===== src/rtl/alu_pkg.sv =====
// Shared types and constants for the sequential ALU core and its multiplier.
package alu_pkg;

  localparam int WIDTH_DEF = 32;

  typedef enum logic [2:0] {
    OP_ADD = 3'b000,
    OP_SUB = 3'b001,
    OP_AND = 3'b010,
    OP_OR  = 3'b011,
    OP_XOR = 3'b100,
    OP_NOT = 3'b101,
    OP_SHL = 3'b110,
    OP_MUL = 3'b111
  } op_e;

  typedef enum logic [1:0] {
    ST_IDLE = 2'd0,
    ST_MUL  = 2'd1,
    ST_DONE = 2'd2
  } state_e;

endpackage


===== src/rtl/alu_shift_add_mul.sv =====
// Iterative shift-add multiplier: one partial product per cycle over WIDTH cycles.
// The product is truncated to WIDTH+1 bits.
module alu_shift_add_mul
  import alu_pkg::*;
#(
  parameter int WIDTH = WIDTH_DEF
) (
  input  logic             clk,
  input  logic             rst_n,
  input  logic             start,
  input  logic [WIDTH-1:0] a,
  input  logic [WIDTH-1:0] b,
  output logic             done,
  output logic [WIDTH:0]   product
);

  localparam int CW = $clog2(WIDTH + 1);
  localparam logic [CW-1:0] CNT_LAST = CW'(WIDTH - 1);

  logic [CW-1:0]    cnt;
  logic [WIDTH:0]   acc;
  logic [WIDTH:0]   acc_nxt;
  logic [WIDTH:0]   mcand;
  logic [WIDTH-1:0] mplier;
  logic             busy;

  assign acc_nxt = mplier[0] ? (acc + mcand) : acc;

  // Done is raised during the final iteration so the caller can capture
  // the finished sum at the same edge that performs it.
  assign done    = busy && (cnt == CNT_LAST);
  assign product = acc_nxt;

  always_ff @(posedge clk or negedge rst_n) begin
    if (!rst_n) begin
      cnt    <= '0;
      acc    <= '0;
      mcand  <= '0;
      mplier <= '0;
      busy   <= 1'b0;
    end else if (start) begin
      cnt    <= '0;
      acc    <= '0;
      mcand  <= {1'b0, a};
      mplier <= b;
      busy   <= 1'b1;
    end else if (busy) begin
      acc    <= acc_nxt;
      mcand  <= mcand << 1;
      mplier <= mplier >> 1;
      cnt    <= cnt + CW'(1);
      if (done) begin
        busy <= 1'b0;
      end
    end
  end

endmodule


===== src/rtl/alu_seq_core.sv =====
// Sequential handshaked ALU with a registered WIDTH+1 bit result.
// Define ALU_MUL_EN to build the iterative multiplier; otherwise op 111 reports err.
//
// state   | meaning
// --------+-------------------------------------------------------
// ST_IDLE | in_ready=1, waiting for an operation
// ST_MUL  | shift-add multiply in progress (only with ALU_MUL_EN)
// ST_DONE | out_valid=1, result held until out_ready
module alu_seq_core
  import alu_pkg::*;
#(
  parameter int WIDTH = WIDTH_DEF
) (
  input  logic             clk,
  input  logic             rst_n,
  input  logic             in_valid,
  output logic             in_ready,
  input  logic [WIDTH-1:0] a,
  input  logic [WIDTH-1:0] b,
  input  logic             s0,
  input  logic             s1,
  input  logic             s2,
  output logic             out_valid,
  input  logic             out_ready,
  output logic [WIDTH:0]   res,
  output logic             err
);

  state_e         state, state_nxt;
  logic [WIDTH:0] res_q, res_nxt, res_c;
  logic           err_q, err_nxt, err_c;
  op_e            op;

  assign op = op_e'({s2, s1, s0});

`ifdef ALU_MUL_EN
  logic           mul_start;
  logic           mul_done;
  logic [WIDTH:0] mul_product;

  alu_shift_add_mul #(.WIDTH(WIDTH)) u_mul (
    .clk     (clk),
    .rst_n   (rst_n),
    .start   (mul_start),
    .a       (a),
    .b       (b),
    .done    (mul_done),
    .product (mul_product)
  );
`endif

  // Single-cycle datapath; the top bit carries carry, borrow or the last bit shifted out.
  always_comb begin
    res_c = '0;
    err_c = 1'b0;
    case (op)
      OP_ADD: res_c = {1'b0, a} + {1'b0, b};
      OP_SUB: res_c = {1'b0, a} - {1'b0, b};
      OP_AND: res_c = {1'b0, a & b};
      OP_OR:  res_c = {1'b0, a | b};
      OP_XOR: res_c = {1'b0, a ^ b};
      OP_NOT: res_c = {1'b0, ~a};
      OP_SHL: res_c = {1'b0, a} << b[4:0];
      OP_MUL: begin
`ifdef ALU_MUL_EN
        res_c = '0;
`else
        res_c = '0;
        err_c = 1'b1;
`endif
      end
      default: res_c = '0;
    endcase
  end

  always_comb begin
    state_nxt = state;
    res_nxt   = res_q;
    err_nxt   = err_q;
`ifdef ALU_MUL_EN
    mul_start = 1'b0;
`endif
    case (state)
      ST_IDLE: begin
        if (in_valid) begin
`ifdef ALU_MUL_EN
          if (op == OP_MUL) begin
            mul_start = 1'b1;
            state_nxt = ST_MUL;
          end else
`endif
          begin
            res_nxt   = res_c;
            err_nxt   = err_c;
            state_nxt = ST_DONE;
          end
        end
      end
`ifdef ALU_MUL_EN
      ST_MUL: begin
        if (mul_done) begin
          res_nxt   = mul_product;
          err_nxt   = 1'b0;
          state_nxt = ST_DONE;
        end
      end
`endif
      ST_DONE: begin
        if (out_ready) begin
          state_nxt = ST_IDLE;
        end
      end
      default: state_nxt = ST_IDLE;
    endcase
  end

  always_ff @(posedge clk or negedge rst_n) begin
    if (!rst_n) begin
      state <= ST_IDLE;
      res_q <= '0;
      err_q <= 1'b0;
    end else begin
      state <= state_nxt;
      res_q <= res_nxt;
      err_q <= err_nxt;
    end
  end

  assign in_ready  = (state == ST_IDLE);
  assign out_valid = (state == ST_DONE);
  assign res       = res_q;
  assign err       = err_q;

endmodule


===== config.mk =====
export PLATFORM = sky130hd
export DESIGN_NAME = alu_seq_core
export DESIGN_NICKNAME = d
export VERILOG_FILES = /design/src/rtl/alu_pkg.sv /design/src/rtl/alu_shift_add_mul.sv /design/src/rtl/alu_seq_core.sv
export SDC_FILE = /design/constraint.sdc
export NUM_CORES = 1
export LEC_CHECK = 0
export CAP_MARGIN = 25
export CORE_ASPECT_RATIO = 1.75
export CORE_MARGIN = 1.5
export CORE_UTILIZATION = 50
export CTS_CLUSTER_DIAMETER = 80
export DETAILED_ROUTE_END_ITERATION = 8
export PLACE_DENSITY_LB_ADDON = 0.1
export SYNTH_ARGS = -nofsm -noshare
export SYNTH_HDL_FRONTEND = slang
export SYNTH_SLANG_ARGS = --single-unit
export TNS_END_PERCENT = 10

===== constraint.sdc =====
create_clock -name clk -period 3.9 [get_ports clk]
set_clock_uncertainty 0.05 [all_clocks]
set_input_delay 0.585 -clock clk [delete_from_list [all_inputs] [get_ports clk]]
set_output_delay 0.585 -clock clk [all_outputs]
set_load 0.05 [all_outputs]

After elaboration in Yosys (flattened, before gate mapping)
Index checks and enable logic that the tools add are counted.
{"block": "totals", "reg_bits": 36, "latch_bits": 0, "ramBits": 0, "mem_bits_ro": 0, "n_memories": 0}
{"block": "op_classes", "add_sub_neg": 2, "n_mul": 0, "n_div": 0, "order_cmp": 0, "n_eq_ne": 10, "shift": 1, "muxes": 5, "bitwise": 4, "n_reduce_logical": 4}
{"op": "one-hot mux 33 bit (8 select lines)", "n": 1}
{"op": "adder 32 x 32 -> 33 bit", "n": 1}
{"op": "left shift 32 x 5 -> 33 bit", "n": 1}
{"op": "subtractor 32 x 32 -> 33 bit", "n": 1}
{"op": "AND 32 bit", "n": 1}
{"op": "inverter 32 bit", "n": 1}
{"op": "bitwise OR 32 bit", "n": 1}
{"op": "XOR 32 bit", "n": 1}
{"op": "== test 3 bit, second input constant", "n": 4}
{"op": "== test 3 x 2 -> 1 bit, second input constant", "n": 2}
{"op": "two-way mux 2 bit", "n": 2}
{"op": "one-hot mux 2 bit (2 select lines)", "n": 1}
{"op": "AND reduction 2 bit", "n": 2}
{"op": "== test 3 x 1 -> 1 bit, second input constant", "n": 1}
{"op": "zero test 3 bit", "n": 1}
{"op": "== test 2 bit, second input constant", "n": 1}
{"op": "zero test 2 bit", "n": 1}
{"op": "!= test 2 x 1 -> 1 bit, second input constant", "n": 1}
{"op": "!= test 2 bit, second input constant", "n": 1}
{"op": "two-way mux 1 bit", "n": 1}

Depth between registers and ports, before layout
Gate-level depths: netlist of the first run.
{"block": "logic_depth", "word_depth": 3, "depth_mapped": 24}

Worst setup path after synthesis of the first run
Ideal clock, no wire load.
{"block": "synth_path", "path_type": "input to register", "startpoint": "in b[1]", "endpoint": "reg res_q[30], in the netlist res[30]", "setup_ns": 0.082, "t_arrival_ns": 5.266, "required_time_ns": 3.768, "slack_ns": -1.498, "path_stages": 21, "path_buffers": 5, "cell_sequence": "buf_6 > clkinv_1 > clkbuf_1 > clkbuf_1 > ha_1 > nand3_1 > or3_1 > or3_1 > clkbuf_1 > o41ai_1 > o21a_1 > xnor2_1 > ha_1 > clkbuf_1 > o21ai_0 > o211ai_1 > a21oi_1 > o22ai_1 > or3b_2 > a31o_2 > a31oi_1"}
{"block": "synth_via", "elab_chain_len": 2, "word_cells_on_any_way": 4, "cone_classes": "add/sub (2); shift (1); mux (1)"}
{"element": "from (decl)", "line_no": "alu_seq_core.sv:19", "source": "input logic [WIDTH-1:0] b,"}
{"element": "subtractor 32 x 32 -> 33 bit (tied with other cells)", "line_no": "alu_seq_core.sv:58", "source": "OP_SUB: res_c = {1'b0, a} - {1'b0, b};"}
{"element": "one-hot mux 33 bit (8 select lines) *", "line_no": "alu_seq_core.sv:56", "source": "case (op)"}
{"element": "to (signal assigned)", "line_no": "alu_seq_core.sv:124", "source": "res_q <= res_nxt;"}
{"element": "to (decl)", "line_no": "alu_seq_core.sv:30", "source": "logic [WIDTH:0] res_q, res_nxt, res_c;"}
Mark *: on every way between the ends. The rest lies on a longest branch, timed or not.
A chain may end at the register's enable or synchronous reset.

Final worst setup path of the first run
{"block": "layout_path", "startpoint": "in b[2]", "endpoint": "reg res_q[30], in the netlist res[30]"}
The elaborated chain is that of the path after synthesis.

==> flow_summary.json, run 1 <==
{
  "hold_path.class": "input port to asynchronous set/reset pin",
  "grtUsageMet2": 0.719,
  "layout_worst_path_cycle_share": 1.16,
  "route.antenna.remaining_nets": 0,
  "layout.nets": 1412,
  "grt_setup_unrepaired": "true",
  "drt-vias-per-instance": 6.34,
  "critical_path_peak_fanout": 4,
  "synth_top_cell_area_share": 0.167,
  "fin_crit_ns": 4.53,
  "firstDrtPassIters": 7,
  "tritoncts.num_buffers": 5,
  "fp.coreArea_sq_mm": 0.0144,
  "vias": 9016,
  "place_ws_ns": -1.43,
  "failing_checks": "setup timing",
  "power_leakage_nw": 4.80,
  "post-route-worst-setup-slack_ns": -0.629,
  "antenna_found_initial": 0,
  "cts.sinks": 35,
  "gr-total-overflow": 0,
  "design.portCount": 107,
  "remaining_drc_errors": 0,
  "r2r_setup_slack_ns": 1.66,
  "clockRootBuffer": "sky130_fd_sc_hd__clkbuf_16",
  "async_flop_share": 1.00,
  "gr-usage-met3": 0.0526,
  "post-place-cells": 1400,
  "final_cells": 1423,
  "worst_relative_slew_slack": 0.399,
  "wirelength_mm": 30.9,
  "grt_util_all_layers": 0.402,
  "finalSetupViolCount": 16,
  "source_of_the_worst_register_to_register_timing_path": "state[1]$_DFFE_PN0P_",
  "layout-drive-gt1-share": 0.234,
  "chipWidth_um": 94.5,
  "drtIter0Drc": 606,
  "required_worst_endpoint_ns": 4.07,
  "placementRows": 58,
  "grt_pass1_vias": 8920,
  "wl_per_cell_um": 21.7,
  "critical_path_arrival_ns": 4.70,
  "starting_density_of_the_core": 0.510,
  "synth.avg_cell_area_sq_um": 7.35,
  "die-height_um": 163,
  "detailedPlacementHpwl_mm": 24.0,
  "reg2reg_to": "res[25]$_DFFE_PN0P_",
  "ys.flop_type": "sky130_fd_sc_hd__dfrtp_1",
  "syn2layout_area_growth_pct": 40.6,
  "grtUsageMet1": 0.410,
  "setup.worst_path.start_class": "input port",
  "synth_seq_cells": 35,
  "antenna_cells_inserted": 0,
  "synthDistinctLibCells": 68,
  "place.port_buffers": 106,
  "cts_hold_buffers": 0,
  "startpoint": "b[2]",
  "result_of_the_run": "complete, but fails checks",
  "synth_cells": 997,
  "post_synth_main_area_contributors": "sky130_fd_sc_hd__ha_1 17%, sky130_fd_sc_hd__dfrtp_1 12%, sky130_fd_sc_hd__a21oi_1 5.3%",
  "mappedNetlistArea_sq_mm": 0.00733,
  "clk_pin_slew_ns": 0.07,
  "mappedNetlistNets": 1167,
  "htree_num_levels": 2,
  "max_cap_violations": 0,
  "yosys_warnings": 0,
  "grt_first_pass_wirelength_mm": 46.9,
  "ir_drop_v": 0.000364,
  "largest_net_degree_at_the_start_of_global_routing": 39,
  "slew_violations": 0,
  "power_density_of_the_placed_cells_mw_per_mm2": 295,
  "synth_area_leader_cell": "sky130_fd_sc_hd__ha_1",
  "setup.worst_path.end_class": "flop",
  "setup.worst_path.class": "input port to flop",
  "r2r_cells": 8,
  "clock_tree.buffer_depth": 2,
  "worstSetupEndpoint": "res[30]$_DFFE_PN0P_",
  "busiest_layer": "met2",
  "design.die.area_sq_mm": 0.0154,
  "timing_hold_violations_final": 0,
  "worst-slew-pin-transition_ns": 0.893,
  "cts_tree": "done",
  "fmax_mhz": 221,
  "synth_edf_count": 0,
  "seq_area_frac_synth": 0.119,
  "clkLatencyLatePin_ns": 0.30,
  "gp_congestion": 1.06
}
worst min path at each step:
stage,end,startpoint,depth (start not counted)
CTS,res[18]$_DFFE_PN0P_,rst_n,1
floorplan,err$_DFFE_PN0P_,rst_n,0
finish,res[18]$_DFFE_PN0P_,rst_n,1
global route,res[17]$_DFFE_PN0P_,rst_n,1
global placement,res[15]$_DFFE_PN0P_,res[15]$_DFFE_PN0P_,2
detailed placement,res[14]$_DFFE_PN0P_,res[14]$_DFFE_PN0P_,2
routing by layer:
metal / vias up / share of wire
li1: 4162 / -
met1: 4229 / 0.34
met2: 452 / 0.50
met3: 173 / 0.062
met4: 0 / 0.093
met5: - / 0
flip-flops by register name, summed over array words and instances (netlist names):
register and cells:
err 1, state 1, res 33
per-stage QoR:
| step | cell area [sq um] | hold slack (ns) | power [mW] | TNS [ns] | util |
|---|---|---|---|---|---|
| after detailed placement | 9780 | 0.420 | 2.43 | -23.84 | 0.681 |
| after global placement | 9780 | 0.411 | 2.41 | -22.41 | 0.681 |
| after floorplan | 7500 | 0.239 | 1.65 | -11.02 | - |
| after CTS | 10100 | 0.395 | 2.97 | -8.52 | 0.700 |
| final | 10300 | 0.361 | 3.04 | -5.80 | 0.717 |
| after global routing | 10300 | 0.435 | 3.21 | -9.12 | 0.717 |
power by group:
part           total (mW)  switching (mW)  internal [mW]
combinational        2.01            1.19          0.829
sequential          0.511          0.0554          0.456
clock               0.518           0.212          0.307
total                3.04            1.45           1.59
critical path: stages:
cell and delay (ns):
sky130_fd_sc_hd__buf_8 0.10, sky130_fd_sc_hd__or2_4 0.24, sky130_fd_sc_hd__or3_4 0.38, sky130_fd_sc_hd__or4_4 0.46
sky130_fd_sc_hd__or3_4 0.38, sky130_fd_sc_hd__o41a_1 0.38, sky130_fd_sc_hd__a21oi_2 0.17, sky130_fd_sc_hd__xnor2_1 0.09
sky130_fd_sc_hd__ha_1 0.32, sky130_fd_sc_hd__buf_4 0.13, sky130_fd_sc_hd__a21oi_4 0.05, sky130_fd_sc_hd__o21bai_1 0.15
sky130_fd_sc_hd__a21o_1 0.16, sky130_fd_sc_hd__a211oi_2 0.07, sky130_fd_sc_hd__o22ai_2 0.27, sky130_fd_sc_hd__or3b_4 0.41
sky130_fd_sc_hd__a31o_4 0.22, sky130_fd_sc_hd__a31oi_1 0.14
cells by family after synthesis:
group	Yosys count	synth area share
flops	35	0.119
xor+xnor	49	0.0585
compound gates	333	0.305
buf+inv	149	0.0780
mux	60	0.102
simple gates	272	0.166
fa+ha+maj	99	0.170
cells in the final DEF (no fill, tap or decap), types with 9 or more instances in the layout:
| master | n |
|---|---|
| sky130_fd_sc_hd__a21oi_2 | 9 |
| sky130_fd_sc_hd__nand2_1 | 98 |
| sky130_fd_sc_hd__buf_4 | 189 |
| sky130_fd_sc_hd__o22ai_1 | 37 |
| sky130_fd_sc_hd__a21o_1 | 15 |
| sky130_fd_sc_hd__nor2_1 | 85 |
| sky130_fd_sc_hd__nor3_1 | 14 |
| sky130_fd_sc_hd__mux2i_1 | 39 |
| sky130_fd_sc_hd__a31oi_1 | 10 |
| sky130_fd_sc_hd__clkdlybuf4s50_1 | 100 |
| sky130_fd_sc_hd__a21oi_1 | 69 |
| sky130_fd_sc_hd__mux4_2 | 11 |
| sky130_fd_sc_hd__a211oi_1 | 9 |
| sky130_fd_sc_hd__o21ai_0 | 51 |
| sky130_fd_sc_hd__mux2_2 | 10 |
| sky130_fd_sc_hd__dfrtp_1 | 35 |
| sky130_fd_sc_hd__xnor2_1 | 38 |
| sky130_fd_sc_hd__o221ai_1 | 13 |
| sky130_fd_sc_hd__inv_1 | 78 |
| sky130_fd_sc_hd__nand3_1 | 14 |
| sky130_fd_sc_hd__xor2_1 | 9 |
| sky130_fd_sc_hd__a221o_1 | 18 |
| sky130_fd_sc_hd__a221oi_1 | 26 |
| sky130_fd_sc_hd__ha_1 | 96 |
repair_timing:
action                     in CTS  in global routing
setup endpoints to repair      23                 22
cloned                          0                  0
gates resized for setup        35                 49
pin swaps                      17                 39
buffers inserted                4                 12
area by class of cell:
type / count / area [sq um]
flip-flops and latches: 35 / 876
clock buffers: 5 / 125
clock inverters: 3 / 47.5
repair buffers: 301 / 2550
well taps: 180 / 225
inverters: 86 / 330
multi-input cells: 813 / 6160
fillers: 1206 / 4060
synthesized netlist by cell type (4+ instances only):
cell                       count
sky130_fd_sc_hd__nor3_1       15
sky130_fd_sc_hd__nand2b_1      7
sky130_fd_sc_hd__nand2_1     101
sky130_fd_sc_hd__mux4_2       11
sky130_fd_sc_hd__a221o_1      18
sky130_fd_sc_hd__ha_1         98
sky130_fd_sc_hd__mux2i_1      39
sky130_fd_sc_hd__inv_1        82
sky130_fd_sc_hd__o21bai_1      6
sky130_fd_sc_hd__and2_1        7
sky130_fd_sc_hd__a21o_1       15
sky130_fd_sc_hd__buf_2         4
sky130_fd_sc_hd__nor2b_1       5
sky130_fd_sc_hd__xor2_1        9
sky130_fd_sc_hd__or3_1         6
sky130_fd_sc_hd__dfrtp_1      35
sky130_fd_sc_hd__a211oi_1     12
sky130_fd_sc_hd__clkbuf_1     50
sky130_fd_sc_hd__and3_1        5
sky130_fd_sc_hd__buf_1         8
sky130_fd_sc_hd__o22ai_1      38
sky130_fd_sc_hd__xnor2_1      40
sky130_fd_sc_hd__o21ai_0      61
sky130_fd_sc_hd__nor4_1        6
sky130_fd_sc_hd__o21a_1        8
sky130_fd_sc_hd__o31ai_1       6
sky130_fd_sc_hd__mux2_2       10
sky130_fd_sc_hd__a31oi_1      13
sky130_fd_sc_hd__o211ai_1      6
sky130_fd_sc_hd__a221oi_1     28
sky130_fd_sc_hd__nand3_1      15
sky130_fd_sc_hd__a21oi_1      78
sky130_fd_sc_hd__o221ai_1     13
sky130_fd_sc_hd__nor2_1       88
No activity file was read; power rests on OpenSTA's default activity.
==> run 2, diff against run 1 <==
==> constraint.sdc (replaced) <==
create_clock -name clk -period 3.9 [get_ports clk]
set_clock_uncertainty 0.05 [all_clocks]
set_input_delay 0.39 -clock clk [delete_from_list [all_inputs] [get_ports clk]]
set_output_delay 0.39 -clock clk [all_outputs]
set_load 0.05 [all_outputs]
==> flow_summary.json, run 2 (same netlist as run 1, synthesis figures left out) <==
{
  "fp.coreArea_sq_mm": 0.0144,
  "r2r_setup_slack_ns": 1.61,
  "power_leakage_nw": 4.70,
  "firstDrtPassIters": 6,
  "total_switching_power_mw": 1.43,
  "die-height_um": 163,
  "post-layout-total-power_mw": 3.00,
  "drt-vias-per-instance": 6.34,
  "gp_congestion": 1.04,
  "critical_path_arrival_ns": 4.41,
  "place_ws_ns": -1.13,
  "crit_slowest_cell": "sky130_fd_sc_hd__or4_4",
  "critical_path_peak_fanout": 4,
  "hold_path.class": "input port to asynchronous set/reset pin",
  "fmax_mhz": 237,
  "worst-slew-pin-transition_ns": 0.943,
  "internal_power_mw": 1.57,
  "largest_reg_flops": 33,
  "power_density_of_the_placed_cells_mw_per_mm2": 297,
  "fin_crit_ns": 4.23,
  "htree_num_levels": 2,
  "design.die.area_sq_mm": 0.0154,
  "grt_pass1_vias": 8843,
  "cp_cell_sequence": "buf_8 > or2_4 > or3_4 > or4_4 > or3_4 > o41a_1 > a21oi_2 > xnor2_1 > ha_1 > a21oi_2 > o21bai_1 > a21o_1 > a211oi_2 > o22ai_2 > or3b_4 > a31o_2 > a31oi_1",
  "ir_drop_v": 0.000331,
  "multi_input_comb_area_sq_mm": 0.00611,
  "timing_hold_violations_final": 0,
  "required_worst_endpoint_ns": 4.08,
  "cp_peak_stage_delay_ns": 0.45,
  "seqCellArea_sq_um": 876,
  "setup.worst_path.class": "input port to flop",
  "wirelength_mm": 30.5,
  "power_frac_seq": 0.170,
  "drtIter0Drc": 744,
  "tritoncts.num_buffers": 5,
  "result_of_the_run": "complete, but fails checks",
  "failing_checks": "setup timing",
  "setup.worst_path.end_class": "flop",
  "post-route-worst-setup-slack_ns": -0.325,
  "grt_setup_unrepaired": "true",
  "power.share.switching": 0.477,
  "layout_worst_path_cycle_share": 1.08,
  "max_cap_violations": 0,
  "fillCellCount": 1238,
  "wl_per_cell_um": 21.7,
  "placementRows": 58,
  "layout-drive-gt1-share": 0.218,
  "largest_net_degree_at_the_start_of_global_routing": 53,
  "chipWidth_um": 94.5,
  "vias": 8904,
  "antenna_cells_inserted": 0,
  "design.portCount": 107,
  "starting_density_of_the_core": 0.510,
  "layout.nets": 1393,
  "clk_pin_slew_ns": 0.07,
  "layout.cells.most_common": "sky130_fd_sc_hd__buf_4",
  "detailedPlacementHpwl_mm": 23.6,
  "antenna_found_initial": 0,
  "most_frequent_cells_in_the_layout": "175 x sky130_fd_sc_hd__buf_4, 101 x sky130_fd_sc_hd__nand2_1, 97 x sky130_fd_sc_hd__ha_1, 97 x sky130_fd_sc_hd__clkdlybuf4s50_1, 86 x sky130_fd_sc_hd__nor2_1",
  "gr-total-overflow": 0,
  "cts.sinks": 35,
  "clkLatencyLatePin_ns": 0.30,
  "clkPwrFrac": 0.171,
  "setup.worst_path.start_class": "input port",
  "slew_violations": 0,
  "remaining_drc_errors": 0,
  "syn2layout_area_growth_pct": 37.7,
  "clock_tree.buffer_depth": 2,
  "route.antenna.remaining_nets": 0,
  "clockRootBuffer": "sky130_fd_sc_hd__clkbuf_16",
  "grt_first_pass_wirelength_mm": 46.4,
  "setup_tns_ns": -2.03,
  "place.port_buffers": 106,
  "cts_tree": "done",
  "worst_relative_slew_slack": 0.365,
  "finalSetupViolCount": 12,
  "grt_util_all_layers": 0.398,
  "combinational_power_share": 0.659
}
[run 2: cell types whose count changed in the layout (fill, tap and decap cells not counted), sizes merged]
| cell | before | now |
|---|---|---|
| buf | 199 | 180 |
| clkinv | 2 | 3 |
| clkbuf | 6 | 5 |
| clkdlybuf4s50 | 100 | 97 |
| dlygate4sd2 | 1 | 3 |
| dlymetal6s2s | 0 | 2 |
| inv | 86 | 85 |
[run 2: worst max-delay path: cells and delay by family]
kind,cells,cell delay (ns)
XOR/XNOR,1,0.09
AO/OA/AOI/OAI,9,1.61
buffers and inverters,1,0.10
adder cells (fa/ha/maj),1,0.33
AND/OR/NAND/NOR,5,1.86
[run 2: worst paths after layout]
kind / from / endpoint / cells past startpoint
setup / recovery: b[1] / res[30]$_DFFE_PN0P_ / 17
hold / removal: rst_n / res[21]$_DFFE_PN0P_ / 1
setup reg to reg: state[1]$_DFFE_PN0P_ / res[17]$_DFFE_PN0P_ / 5
hold reg to reg: res[4]$_DFFE_PN0P_ / res[4]$_DFFE_PN0P_ / 2
max in group asynchronous: rst_n / res[5]$_DFFE_PN0P_ / 1
min in group clk: res[4]$_DFFE_PN0P_ / res[4]$_DFFE_PN0P_ / 2
[run 2: through the flow]
step,util,cells,area [sq um],hold WS (ns)
after detailed placement,0.672,1383,9660,0.420
after global routing,0.702,1404,10100,0.243
after floorplan,-,997,7500,0.0444
after CTS,0.692,1398,9950,0.197
after global placement,0.672,1383,9660,0.401
final,0.702,1404,10100,0.166
[run 2: power groups by stage]
stage               clock network, mW  registers (mW)  logic [mW]
detailed placement                  0           0.519        1.89
floorplan                           0           0.843       0.811
CTS                             0.517           0.512        1.92
finish                          0.512           0.510        1.98
global route                    0.534           0.522        2.11
global placement                    0           0.514        1.87
[run 2: repair_timing]
item | in CTS | in global routing
resized for setup | 37 | 27
hold buffers | 0 | 0
setup endpoints to repair | 21 | 19
setup buffers | 7 | 6
pin swaps | 17 | 16
[run 2: layer usage]
layer  GRT usage  routed length, um  share of wire
met1       0.398              10300           0.34
met3      0.0545               1770          0.058
met4       0.379               3310           0.11
met2       0.687              15100           0.50
met5           0                  0              0
[run 2: layout make-up]
type | count | share of cell area
multi-input combinational | 813 | 0.605
tap | 180 | 0.0223
inverter | 86 | 0.0324
sequential | 35 | 0.0868
clock buffer | 5 | 0.0124
timing repair buffer | 282 | 0.236
clock inverter | 3 | 0.00471
==> run 3, diff against run 2 <==
--- a/config.mk
+++ b/config.mk
@@ -11,6 +11,7 @@
 export CORE_UTILIZATION = 50
 export CTS_CLUSTER_DIAMETER = 80
 export DETAILED_ROUTE_END_ITERATION = 8
+export GPL_TIMING_DRIVEN = 1
 export PLACE_DENSITY_LB_ADDON = 0.1
 export SYNTH_ARGS = -nofsm -noshare
 export SYNTH_HDL_FRONTEND = slang
==> results of run 3 <==
No change in the layout: final DEF, timing and power equal those of run 2.
==> RTL edit 1 (flow settings as in run 1) <==
Make the reset (`rst_n`) synchronous in one clocked block.
--- a/src/rtl/alu_seq_core.sv
+++ b/src/rtl/alu_seq_core.sv
@@ -115,5 +115,5 @@
   end
 
-  always_ff @(posedge clk or negedge rst_n) begin
+  always_ff @(posedge clk) begin
     if (!rst_n) begin
       state <= ST_IDLE;
Check against the original RTL: differs if rst_n is asserted again (counterexample within 4 cycles, from zero or initial values and one cycle with rst_n low); with rst_n held inactive, the same outputs for 10 cycles.
==> RTL edit 1 against run 1 <==
The flow still finishes with violations (negative setup slack); register-to-register slack got worse by 0.37 ns; sequential cell count stayed put; synthesized area about the same; core utilization grew 0.17 points; wire length increased by 14%; combinational power is 15% lower; non-clock buffer count increased by 13; total power down 16%; sequential power is 19% lower; final cell count shrank 0.14%; setup slack better by 0.044 ns; synthesized cell count is 1.0% lower; design area is 0.23% higher.
==> RTL edit 1: results (changes against run 1) <==
Run status
Result of the run: finished, violations left (unchanged). Failing checks: negative setup slack (unchanged).

Routing
The post-route met1 wirelength is 10,700 µm (was 10,600 µm). The count of routing violations after the opening detailed-route iteration came to 914 (was 606). The highest metal layer used by the detailed router is met5 (was met4). The average wire per standard cell is 24.8 µm (was 21.7 µm).

Finish
The final cell count without fillers is 1,421 (was 1,423). The number of filler cells placed in the layout is 1,227 (was 1,206). The share of layout cells above drive strength 1 is 25.1% (was 23.4%).

Logic synthesis
The unique cell type count in the Yosys netlist is 75 (was 68). The synthesized net count came to 1,157 (was 1,167). The most instantiated flip-flop cell in the synthesis netlist is sky130_fd_sc_hd__dfxtp_1 (was sky130_fd_sc_hd__dfrtp_1). Top cell types by occurrence after synthesis: sky130_fd_sc_hd__nand2_1, sky130_fd_sc_hd__ha_1, sky130_fd_sc_hd__o21ai_0, sky130_fd_sc_hd__inv_1, sky130_fd_sc_hd__a21oi_1 (was sky130_fd_sc_hd__nand2_1, sky130_fd_sc_hd__ha_1, sky130_fd_sc_hd__nor2_1, sky130_fd_sc_hd__inv_1, sky130_fd_sc_hd__a21oi_1).

Setup path
The arrival time of data at the critical path endpoint came to 4.60 ns (was 4.70 ns). The setup slack of the worst register-to-register path is 1.29 ns (was 1.66 ns).

Global routing
The number of antenna violations at the first check in global routing is 3 (was 0). The pin count of the biggest net entering global routing came to 73 (was 39). The global-route track usage on met3 came to 16.9% (was 5.26%). The met2 layer usage reported by global route is 78.1% (was 71.9%).

Power and ir drop
The peak ir drop on the vdd network is 0.000245 V (was 0.000364 V).

Placed design
The routability congestion estimate from global placement is 1.10 (was 1.06). The final HPWL from detailed placement is 27,100 µm (was 24,000 µm).

STA
The setup slack after layout is -0.585 ns (was -0.629 ns). The final setup violation count is 20 (was 16).

Clock tree
The latest clock arrival within the worst-skew pair is 0.28 ns (was 0.30 ns).

Min path
The path class of the lowest-slack min-delay path is reg2reg (was in2async).
-- RTL edit 1: power breakdown --
part | leakage, nW | switching, W | internal [W] | total [W]
sequential | 0.290 | 0.0000216 | 0.000392 | 0.000414
clock | 0.0838 | 0.000153 | 0.000301 | 0.000454
combinational | 4.31 | 0.000984 | 0.000719 | 0.00170
total | 4.69 | 0.00116 | 0.00141 | 0.00257
-- RTL edit 1: cells by family after synthesis --
group | synth area share, %
adders and majority gates | 17.0
xor gates and xnor gates | 5.98
muxes | 10.4
AOI/OAI and AO/OA | 32.9
buffers and inverters | 8.04
DFF | 9.56
and+or+nand+nor | 16.0
-- RTL edit 1: cell type report --
cell class	instances	area [µm²]	area share (%)
Multi-Input combinational cell	805	6320	61.1
Antenna cell	2	5.00	0.0484
Timing Repair Buffer	314	2620	25.4
Inverter	77	294	2.85
Tap cell	180	225	2.18
Clock inverter	3	43.8	0.424
Clock buffer	5	125	1.21
Sequential cell	35	701	6.78
-- RTL edit 1: final timing paths --
| path | from | to | cells after the start |
|---|---|---|---|
| worst max-delay path | b[13] | res[30]$_SDFFE_PN0P_ | 19 |
| worst min-delay path | res[2]$_SDFFE_PN0P_ | res[2]$_SDFFE_PN0P_ | 2 |
| worst max register to register | state[1]$_SDFFE_PN0P_ | res[21]$_SDFFE_PN0P_ | 7 |
| worst min register to register | res[2]$_SDFFE_PN0P_ | res[2]$_SDFFE_PN0P_ | 2 |
-- RTL edit 1: what timing repair did --
| item | 4_1_cts | 5_1_grt |
|---|---|---|
| resized for setup | 56 | 16 |
| setup buffers | 5 | 0 |
| pin swaps | 26 | 13 |
| endpoints found under the setup margin | 23 | 24 |
| endpoints found under the hold margin | 0 | 0 |
==> RTL edit 2 (config.mk and constraints of run 1) <==
Without the edit above. `WIDTH_DEF`: 32 -> 24.
--- a/src/rtl/alu_pkg.sv
+++ b/src/rtl/alu_pkg.sv
@@ -2,5 +2,5 @@
 package alu_pkg;
 
-  localparam int WIDTH_DEF = 32;
+  localparam int WIDTH_DEF = 24;
 
   typedef enum logic [2:0] {
Ports: changed (resized a, b and res); port bits go from 107 to 83. No check against the original RTL was run, so the function may have changed too.
==> RTL edit 2 against run 1 <==
Design area fell by 28%; synthesized cell count shrank 31%; core utilization shrank 2.1 points; wire length decreased by 25%; setup slack improved by 0.73 ns; fmax grew 19%; sequential cell count down 8; total power decreased by 28%; register-to-register slack better by 0.17 ns; die area shrank 26%; sequential share of layout area is 0.63 points higher; synthesized area down 26%; critical path type unchanged; highest routed layer unchanged.
==> RTL edit 2: results (changes against run 1) <==
Run status
Result of the run: finished clean (was finished, violations left).

STA
The final hold slack was 0.437 ns (was 0.361 ns). The headroom to the max-slew limit came to 27.3% (was 39.9%).

Routing
The detailed-route wire length is 23,200 µm (was 30,900 µm). The number of iterations in the first detailed-routing pass was 6 (was 7). The count of routing violations after the opening detailed-route iteration is 616 (was 606). The total vias in the final route was 6,558 (was 9,016). The vias per cell is 6.55 (was 6.34).

Finish
The number of flip-flops under the largest register name is 25 (was 33). The final net count is 1,002 (was 1,412).

Placed design
The total cell area at the placement stage is 7200 µm² (was 9780 µm²). The setup slack at placement is -0.522 ns (was -1.43 ns). The final HPWL from detailed placement came to 18,400 µm (was 24,000 µm). The number of I/O port buffers was 82 (was 106).

Setup path
The capture point of the critical path is res[23]$_DFFE_PN0P_ (was res[30]$_DFFE_PN0P_). The cell with the biggest individual delay on the critical path was sky130_fd_sc_hd__clkdlybuf4s50_1 (was sky130_fd_sc_hd__or4_4). The arrival time of data at the critical path endpoint is 3.93 ns (was 4.70 ns). The end of the worst register-to-register path is res[10]$_DFFE_PN0P_ (was res[25]$_DFFE_PN0P_). The largest stage delay on the critical path is 0.49 ns (was 0.46 ns). The logic depth of the worst register-to-register path is 6 (was 8).

The worst setup path startpoint was b[5] (was b[2]).

Power and ir drop
The sequential group power is 0.000399 W (was 0.000511 W). The cell area power density is 295 nW/µm² (about the same). The power share of the combinational group is 69.7% (was 66.2%). The fraction of power spent switching nets came to 49.1% (was 47.7%).

Global routing
The routing usage on met1 is 41.3% (was 41.0%). The pin count of the biggest net entering global routing is 34 (was 39). The wire length of the first global-routing pass is 34,900 µm (was 46,900 µm).

The global-route track usage on met3 is 6.45% (was 5.26%).

Clock tree
The number of resized instances in the post-cts repair step is 9 (was 35). The post-CTS setup buffer count was 0 (was 4). The number of clock buffers inserted by TritonCTS is 3 (was 5).

Min path
The path class of the lowest-slack min-delay path was reg2reg (was in2async).

Logic synthesis
The gate count after technology mapping was 687 (was 997). Top cell types by occurrence after synthesis: sky130_fd_sc_hd__ha_1, sky130_fd_sc_hd__nor2_1, sky130_fd_sc_hd__inv_1, sky130_fd_sc_hd__nand2_1, sky130_fd_sc_hd__a21oi_1 (was sky130_fd_sc_hd__nand2_1, sky130_fd_sc_hd__ha_1, sky130_fd_sc_hd__nor2_1, sky130_fd_sc_hd__inv_1, sky130_fd_sc_hd__a21oi_1). The unique cell type count in the Yosys netlist is 73 (was 68).
-- RTL edit 2: changes by cell type after synthesis, sizes merged, moves of 12 or more --
cell           run 1  this run
mux2i             39        25
a21oi             79        47
o21ai             62        47
nor2              88        60
a221oi            28        13
xnor2             40        28
inv               84        56
clkbuf            50        22
o22ai             38        24
ha                98        74
nand2            101        56
-- RTL edit 2: layer usage --
metal,vias up,share of wire (%)
met2,390,50
met5,-,0
met4,0,10
li1,2938,-
met1,3090,33
met3,140,6.6
-- RTL edit 2: cell families after synthesis --
kind of cell | synth area share, %
AND/OR/NAND/NOR | 15.7
multiplexers | 11.6
XOR/XNOR | 6.16
AO/OA/AOI/OAI | 29.3
buffers and inverters | 7.21
flip-flops | 12.5
adder cells (fa/ha/maj) | 17.5
-- RTL edit 2: cell type report --
cell class	instances	area share, %
tap	130	2.20
timing repair buffer	218	24.9
clock buffer	3	1.01
multi-input combinational	566	59.8
sequential	27	9.12
clock inverter	1	0.101
inverter	56	2.84
